File: src/rtl/arm_ctrl_pkg.sv
// rtl/arm_ctrl_pkg.sv - shared encodings for the multicycle ARM control unit
package arm_ctrl_pkg;

    localparam logic [3:0] ST_FETCH    = 4'd0;
    localparam logic [3:0] ST_DECODE   = 4'd1;
    localparam logic [3:0] ST_MEMADR   = 4'd2;
    localparam logic [3:0] ST_MEMREAD  = 4'd3;
    localparam logic [3:0] ST_MEMWB    = 4'd4;
    localparam logic [3:0] ST_MEMWRITE = 4'd5;
    localparam logic [3:0] ST_EXECUTER = 4'd6;
    localparam logic [3:0] ST_EXECUTEI = 4'd7;
    localparam logic [3:0] ST_ALUWB    = 4'd8;
    localparam logic [3:0] ST_BRANCH   = 4'd9;

    typedef enum logic [3:0] {
        S_FETCH    = ST_FETCH,
        S_DECODE   = ST_DECODE,
        S_MEMADR   = ST_MEMADR,
        S_MEMREAD  = ST_MEMREAD,
        S_MEMWB    = ST_MEMWB,
        S_MEMWRITE = ST_MEMWRITE,
        S_EXECUTER = ST_EXECUTER,
        S_EXECUTEI = ST_EXECUTEI,
        S_ALUWB    = ST_ALUWB,
        S_BRANCH   = ST_BRANCH
    } state_e;

    localparam logic [1:0] ALU_ADD = 2'b00;
    localparam logic [1:0] ALU_SUB = 2'b01;
    localparam logic [1:0] ALU_AND = 2'b10;
    localparam logic [1:0] ALU_ORR = 2'b11;

    localparam logic [3:0] CMD_AND = 4'b0000;
    localparam logic [3:0] CMD_SUB = 4'b0010;
    localparam logic [3:0] CMD_ADD = 4'b0100;
    localparam logic [3:0] CMD_ORR = 4'b1100;
    localparam logic [3:0] CMD_CMP = 4'b1010;

    localparam logic [1:0] RES_ALUOUT    = 2'b00;
    localparam logic [1:0] RES_DATA      = 2'b01;
    localparam logic [1:0] RES_ALURESULT = 2'b10;

    localparam logic [1:0] SRCB_RM   = 2'b00;
    localparam logic [1:0] SRCB_IMM  = 2'b01;
    localparam logic [1:0] SRCB_FOUR = 2'b10;

    localparam logic [1:0] OP_DP  = 2'b00;
    localparam logic [1:0] OP_MEM = 2'b01;
    localparam logic [1:0] OP_BR  = 2'b10;

endpackage

File: src/rtl/multicycle_control_fsm_if.sv
// rtl/multicycle_control_fsm_if.sv - instruction fields in, control strobes and selects out
interface multicycle_control_fsm_if;

    logic [1:0] Op;
    logic [5:0] Funct;
    logic [3:0] Rd;
    logic       PCS;
    logic       RegW;
    logic       MemW;
    logic [1:0] FlagW;
    logic       NextPC;
    logic       IRWrite;
    logic       AdrSrc;
    logic [1:0] ResultSrc;
    logic       ALUSrcA;
    logic [1:0] ALUSrcB;
    logic [1:0] ALUControl;
    logic [1:0] ImmSrc;
    logic [1:0] RegSrc;

    modport master (
        output Op, Funct, Rd,
        input  PCS, RegW, MemW, FlagW, NextPC, IRWrite, AdrSrc, ResultSrc,
               ALUSrcA, ALUSrcB, ALUControl, ImmSrc, RegSrc
    );

    modport slave (
        input  Op, Funct, Rd,
        output PCS, RegW, MemW, FlagW, NextPC, IRWrite, AdrSrc, ResultSrc,
               ALUSrcA, ALUSrcB, ALUControl, ImmSrc, RegSrc
    );

endinterface

File: src/rtl/alu_decoder.sv
// rtl/alu_decoder.sv - ALU operation and flag-write decode; CMP handling under CMP_SUPPORT_EN
module alu_decoder
    import arm_ctrl_pkg::*;
(
    input  logic       ALUOp,
    input  logic [4:0] Funct,
    output logic [1:0] ALUControl,
    output logic [1:0] FlagW
);

    logic is_cmp;

    always_comb begin
        ALUControl = ALU_ADD;
        FlagW      = 2'b00;
        is_cmp     = 1'b0;
        if (ALUOp) begin
            case (Funct[4:1])
                CMD_ADD: ALUControl = ALU_ADD;
                CMD_SUB: ALUControl = ALU_SUB;
                CMD_AND: ALUControl = ALU_AND;
                CMD_ORR: ALUControl = ALU_ORR;
`ifdef CMP_SUPPORT_EN
                CMD_CMP: begin
                    ALUControl = ALU_SUB;
                    is_cmp     = 1'b1;
                end
`endif
                default: ALUControl = ALU_ADD;
            endcase
            // Carry/overflow only mean something for the arithmetic ops.
            FlagW[1] = Funct[0];
            FlagW[0] = Funct[0] & ((ALUControl == ALU_ADD) || (ALUControl == ALU_SUB));
            if (is_cmp) begin
                FlagW = 2'b11;
            end
        end
    end

endmodule

File: src/rtl/multicycle_control_fsm.sv
// rtl/multicycle_control_fsm.sv - Moore main controller for the multicycle ARM datapath; CMP_SUPPORT_EN enables CMP decode
module multicycle_control_fsm
    import arm_ctrl_pkg::*;
(
    input  logic                           CLK,
    input  logic                           RST_N,
    multicycle_control_fsm_if.slave        ctrl
);

    state_e state_q, state_d;
    logic   alu_op;
    logic   branch;
    logic   reg_w;
    logic   ir_write;
    logic   next_pc;

    always_ff @(posedge CLK or negedge RST_N) begin
        if (!RST_N) begin
            state_q <= S_FETCH;
        end else begin
            state_q <= state_d;
        end
    end

    always_comb begin
        state_d           = S_FETCH;
        alu_op            = 1'b0;
        branch            = 1'b0;
        reg_w             = 1'b0;
        ir_write          = 1'b0;
        next_pc           = 1'b0;
        ctrl.MemW         = 1'b0;
        ctrl.AdrSrc       = 1'b0;
        ctrl.ResultSrc    = RES_ALUOUT;
        ctrl.ALUSrcA      = 1'b0;
        ctrl.ALUSrcB      = SRCB_RM;
        case (state_q)
            S_FETCH: begin
                state_d        = S_DECODE;
                ir_write       = 1'b1;
                next_pc        = 1'b1;
                ctrl.ALUSrcA   = 1'b1;
                ctrl.ALUSrcB   = SRCB_FOUR;
                ctrl.ResultSrc = RES_ALURESULT;
            end
            S_DECODE: begin
                ctrl.ALUSrcA   = 1'b1;
                ctrl.ALUSrcB   = SRCB_FOUR;
                ctrl.ResultSrc = RES_ALURESULT;
                case (ctrl.Op)
                    OP_MEM:  state_d = S_MEMADR;
                    OP_DP:   state_d = ctrl.Funct[5] ? S_EXECUTEI : S_EXECUTER;
                    OP_BR:   state_d = S_BRANCH;
                    default: state_d = S_FETCH;
                endcase
            end
            S_MEMADR: begin
                state_d      = ctrl.Funct[0] ? S_MEMREAD : S_MEMWRITE;
                ctrl.ALUSrcB = SRCB_IMM;
            end
            S_MEMREAD: begin
                state_d     = S_MEMWB;
                ctrl.AdrSrc = 1'b1;
            end
            S_MEMWB: begin
                ctrl.ResultSrc = RES_DATA;
                reg_w          = 1'b1;
            end
            S_MEMWRITE: begin
                ctrl.AdrSrc = 1'b1;
                ctrl.MemW   = 1'b1;
            end
            S_EXECUTER: begin
                state_d = S_ALUWB;
                alu_op  = 1'b1;
            end
            S_EXECUTEI: begin
                state_d      = S_ALUWB;
                ctrl.ALUSrcB = SRCB_IMM;
                alu_op       = 1'b1;
            end
            S_ALUWB: begin
`ifdef CMP_SUPPORT_EN
                reg_w = (ctrl.Funct[4:1] != CMD_CMP);
`else
                reg_w = 1'b1;
`endif
            end
            S_BRANCH: begin
                ctrl.ALUSrcB   = SRCB_IMM;
                ctrl.ResultSrc = RES_ALURESULT;
                branch         = 1'b1;
            end
            default: state_d = S_FETCH;
        endcase
    end

    // State sits in FETCH during reset, so its fetch strobes must be masked.
    assign ctrl.IRWrite = ir_write & RST_N;
    assign ctrl.NextPC  = next_pc & RST_N;
    assign ctrl.RegW    = reg_w;
    assign ctrl.PCS     = (reg_w & (ctrl.Rd == 4'hF)) | branch;
    assign ctrl.ImmSrc  = ctrl.Op;
    assign ctrl.RegSrc  = {ctrl.Op == OP_MEM, ctrl.Op == OP_BR};

    alu_decoder u_alu_decoder (
        .ALUOp      (alu_op),
        .Funct      (ctrl.Funct[4:0]),
        .ALUControl (ctrl.ALUControl),
        .FlagW      (ctrl.FlagW)
    );

endmodule

File: src/flat_wrapper.sv
// flat-port wrapper written by rule: the top's interface ports become plain ports
module multicycle_control_fsm_flat import arm_ctrl_pkg::*;
  (CLK, RST_N, ctrl_Op, ctrl_Funct, ctrl_Rd, ctrl_PCS, ctrl_RegW, ctrl_MemW, ctrl_FlagW, ctrl_NextPC, ctrl_IRWrite, ctrl_AdrSrc, ctrl_ResultSrc, ctrl_ALUSrcA, ctrl_ALUSrcB, ctrl_ALUControl, ctrl_ImmSrc, ctrl_RegSrc);
  multicycle_control_fsm_if ctrl_i ();
  input  logic CLK;
  input  logic RST_N;
  input wire logic [$bits(ctrl_i.Op)-1:0] ctrl_Op;
  input wire logic [$bits(ctrl_i.Funct)-1:0] ctrl_Funct;
  input wire logic [$bits(ctrl_i.Rd)-1:0] ctrl_Rd;
  output wire logic [$bits(ctrl_i.PCS)-1:0] ctrl_PCS;
  output wire logic [$bits(ctrl_i.RegW)-1:0] ctrl_RegW;
  output wire logic [$bits(ctrl_i.MemW)-1:0] ctrl_MemW;
  output wire logic [$bits(ctrl_i.FlagW)-1:0] ctrl_FlagW;
  output wire logic [$bits(ctrl_i.NextPC)-1:0] ctrl_NextPC;
  output wire logic [$bits(ctrl_i.IRWrite)-1:0] ctrl_IRWrite;
  output wire logic [$bits(ctrl_i.AdrSrc)-1:0] ctrl_AdrSrc;
  output wire logic [$bits(ctrl_i.ResultSrc)-1:0] ctrl_ResultSrc;
  output wire logic [$bits(ctrl_i.ALUSrcA)-1:0] ctrl_ALUSrcA;
  output wire logic [$bits(ctrl_i.ALUSrcB)-1:0] ctrl_ALUSrcB;
  output wire logic [$bits(ctrl_i.ALUControl)-1:0] ctrl_ALUControl;
  output wire logic [$bits(ctrl_i.ImmSrc)-1:0] ctrl_ImmSrc;
  output wire logic [$bits(ctrl_i.RegSrc)-1:0] ctrl_RegSrc;
  assign ctrl_i.Op = ctrl_Op;
  assign ctrl_i.Funct = ctrl_Funct;
  assign ctrl_i.Rd = ctrl_Rd;
  assign ctrl_PCS = ctrl_i.PCS;
  assign ctrl_RegW = ctrl_i.RegW;
  assign ctrl_MemW = ctrl_i.MemW;
  assign ctrl_FlagW = ctrl_i.FlagW;
  assign ctrl_NextPC = ctrl_i.NextPC;
  assign ctrl_IRWrite = ctrl_i.IRWrite;
  assign ctrl_AdrSrc = ctrl_i.AdrSrc;
  assign ctrl_ResultSrc = ctrl_i.ResultSrc;
  assign ctrl_ALUSrcA = ctrl_i.ALUSrcA;
  assign ctrl_ALUSrcB = ctrl_i.ALUSrcB;
  assign ctrl_ALUControl = ctrl_i.ALUControl;
  assign ctrl_ImmSrc = ctrl_i.ImmSrc;
  assign ctrl_RegSrc = ctrl_i.RegSrc;
  multicycle_control_fsm u_core (.CLK(CLK), .RST_N(RST_N), .ctrl(ctrl_i));
endmodule
File: config.mk
export PLATFORM = sky130hd
export DESIGN_NAME = multicycle_control_fsm_flat
export DESIGN_NICKNAME = d
export VERILOG_FILES = /design/src/rtl/arm_ctrl_pkg.sv /design/src/rtl/multicycle_control_fsm_if.sv /design/src/rtl/alu_decoder.sv /design/src/rtl/multicycle_control_fsm.sv /design/src/flat_wrapper.sv
export SDC_FILE = /design/constraint.sdc
export NUM_CORES = 1
export LEC_CHECK = 0
export BUFFER_PORTS_ARGS = -buffer_cell sky130_fd_sc_hd__buf_4
export CAP_MARGIN = 30
export CORE_AREA = 2 2 39 41
export DETAILED_ROUTE_END_ITERATION = 8
export DIE_AREA = 0 0 41 43
export MAX_ROUTING_LAYER = met4
export PLACE_DENSITY = 0.76
export SLEW_MARGIN = 20
export SYNTH_ARGS = -nofsm -noshare
export SYNTH_HDL_FRONTEND = slang
export SYNTH_HIERARCHICAL = 1
export SYNTH_SLANG_ARGS = --single-unit
File: constraint.sdc
create_clock -name CLK -period 4.1 [get_ports CLK]
set_clock_uncertainty 0.1 [all_clocks]
set_input_delay 1.23 -clock CLK [delete_from_list [all_inputs] [get_ports CLK]]
set_output_delay 1.23 -clock CLK [all_outputs]
set_load 0.02 [all_outputs]
==> reports/metrics.yaml <==
global_routing:
  grt_usage: 0.136
  grt_max_degree: 15
  gr-usage-met1: 0.172
  grtUsageMet3: 0.0628
  first_global_vias: 426
  met2_usage: 0.200
  antenna_found_initial: 0
  overflow: 0
  grt_pass1_wl_um: 1660
  grt_busiest_layer: "met2"
power_and_ir_drop:
  irDropWorstVdd_uv: 469
  p_leak_nw: 0.326
  power_uw: 460
  powerDensity_mw_per_mm2: 694
die:
  io_pins: 33
  die_x_um: 41
  initial_core_util: 0.316
  dieArea_mm2: 0.00176
  core_mm2: 0.00138
  die_y_um: 43
  rows: 14
cts:
  cts_resized: 0
  cts_setup_buffers: 0
  cts.sink_count: 4
  cts_tree: "built"
  cts_buffer_depth: 2
  h-tree-depth: 1
  cts_buffers: 3
  clkSlewWorstSetupHoldPaths_ns: 0.03
  insertion_delay_ns: 0.23
  cts_hold_buf: 0
  root_buffer: "clkbuf_4"
job:
  maxCapViolations: 0
worst_setup_path:
  required_ns: 2.77
  path_buf_inv: 2
  end_kind: "output port"
  path_delay_family: "simple AND/OR/NAND/NOR gates"
  crit_path_max_fanout: 3
  crit_chain: "buf_4 -> or3b_1 -> a21oi_1 -> buf_4"
  worstSetupPathType: "in -> out"
  critical_path.startpoint_type: "input port"
  slowest_delay_ns: 0.37
  timing.critical_path.mode_cell: "buf_4"
  slowest_stage: "or3b_1"
  arrival_ns: 2.02
finish:
  diodes: 0
  fin_cells: 99
  largest_register_ffs: 4
  largest-register: "u_core/state_q"
  drive_gt1_frac: 0.446
  final_nets: 99
  post-route-util: 0.479
  syn2layout_area_growth_pct: 51.4
  largestRegisters: "u_core/state_q x4"
sta:
  finalCriticalPeriod_ns: 3.35
  maxSlewHeadroom: 0.697
  tns_ns: 0
  fin_crit_sh: 0.818
  slew_viol_final: 0
  setup_viol: 0
  setup_slack_ns: 0.747
  rsz0062_at_grt: "no"
  worst-slew-pin-transition_ns: 0.454
  final_hold_viol_count: 0
  max_freq_ghz: 0.298
routing:
  drt_pass1_iterations: 4
  ant_nets: 0
  wl_per_cell_um: 10.4
  num_vias: 478
  drc: 0
  vias_per_cell: 4.83
  totalWireLength_um: 1030
  drt_iter0_markers: 12
logic_synthesis:
  syn_area_um2: 438
  synth_cell_types: 27
  synthCells: 55
  synth-seq-cells: 4
  seq_area_frac_synth: 0.229
  yosysWarnings: 6
  synth_nets: 69
  syn_avg_cell_area_um2: 7.96
placement:
  dpl.cell_count: 96
  gp_congestion: 0.713
  portBuffers: 32
  dp_slack_ns: 0.744
  dpl.hpwl_um: 837
worst_hold_path:
  hp-class: "reg -> reg"
status:
  run_status: "complete, no violations"
Yosys cell counts (all sizes together):
| library cell | instances | share of area |
|---|---|---|
| a211oi | 2 | 0.034 |
| a21o | 1 | 0.017 |
| a21oi | 3 | 0.034 |
| a31oi | 1 | 0.014 |
| a41oi | 1 | 0.020 |
| and2 | 1 | 0.014 |
| buf | 7 | 0.13 |
| dfrtp | 4 | 0.23 |
| inv | 3 | 0.026 |
| nand2b | 5 | 0.071 |
| nand3b | 1 | 0.017 |
| nor2 | 7 | 0.060 |
| nor2b | 2 | 0.029 |
| nor3 | 4 | 0.046 |
| nor3b | 1 | 0.017 |
| nor4b | 1 | 0.054 |
| o21a | 1 | 0.017 |
| o21ai | 2 | 0.023 |
| o22ai | 1 | 0.014 |
| o31a | 1 | 0.023 |
| or2 | 1 | 0.014 |
| or3 | 1 | 0.014 |
| or3b | 1 | 0.020 |
| xnor2 | 1 | 0.020 |
| xor2 | 2 | 0.040 |
path summary, 6_finish.rpt:
path	slack (ns)	from	cells past startpoint	end
max	0.75	ctrl_Funct[4]	4	ctrl_ALUControl[0]
min	0.64	u_core/state_q[0]	1	u_core/state_q[0]
max reg2reg	2.67	u_core/state_q[0]	3	u_core/state_q[2]
min reg2reg	0.64	u_core/state_q[0]	1	u_core/state_q[0]
max in group asynchronous	3.10	RST_N	1	u_core/state_q[0]
min in group asynchronous	0.69	RST_N	1	u_core/state_q[3]
stage by stage:
stage	instance area, µm²	hold WS, ns
2_1_floorplan	438	0.468
3_3_place_gp	641	0.615
3_5_place_dp	641	0.638
4_1_cts	663	0.642
5_1_grt	663	0.673
6_report	663	0.636
per-layer routing:
metal	share of wire	routed length (µm)	vias up
li1	-	-	247
met1	0.43	445	205
met2	0.45	465	26
met3	0.11	118	0
met4	0	0	0
met5	0	0	-
report_power, final:
part | switching, mW | internal (mW) | total, mW
Sequential | 0.0484 | 0.0561 | 0.104
Combinational | 0.167 | 0.142 | 0.309
Clock | 0.0144 | 0.0326 | 0.0470
cells by family (layout without fill, tap and decap cells):
| group | after synthesis | in the layout | synth area share |
|---|---|---|---|
| XOR/XNOR | 3 | 3 | 0.0600 |
| flip-flops | 4 | 4 | 0.229 |
| buffers and inverters | 10 | 38 | 0.157 |
| AO/OA/AOI/OAI | 13 | 13 | 0.197 |
| AND/OR/NAND/NOR | 25 | 25 | 0.357 |
final cells by class:
type	instances	area (µm²)
fill	138	721
multi-input combinational	41	269
tap	16	20.0
clock buffer	3	22.5
timing repair buffer	32	240
sequential	4	100
inverter	3	11.3
placed cells by master (no fill, tap or decap), drive strengths merged, types with 2 or more instances in the layout:
master / netlist / layout
a211oi: 2 / 2
a21oi: 3 / 3
buf: 7 / 32
clkbuf: 0 / 3
dfrtp: 4 / 4
inv: 3 / 3
nand2b: 5 / 5
nor2: 7 / 7
nor2b: 2 / 2
nor3: 4 / 4
o21ai: 2 / 2
xor2: 2 / 2
worst reg2reg max path, stage by stage (launching register included):
cell and delay [ns]:
dfrtp_1 0.57, inv_1 0.16, or3_1 0.39, a21oi_1 0.14
No activity file was read; power rests on OpenSTA's default activity.
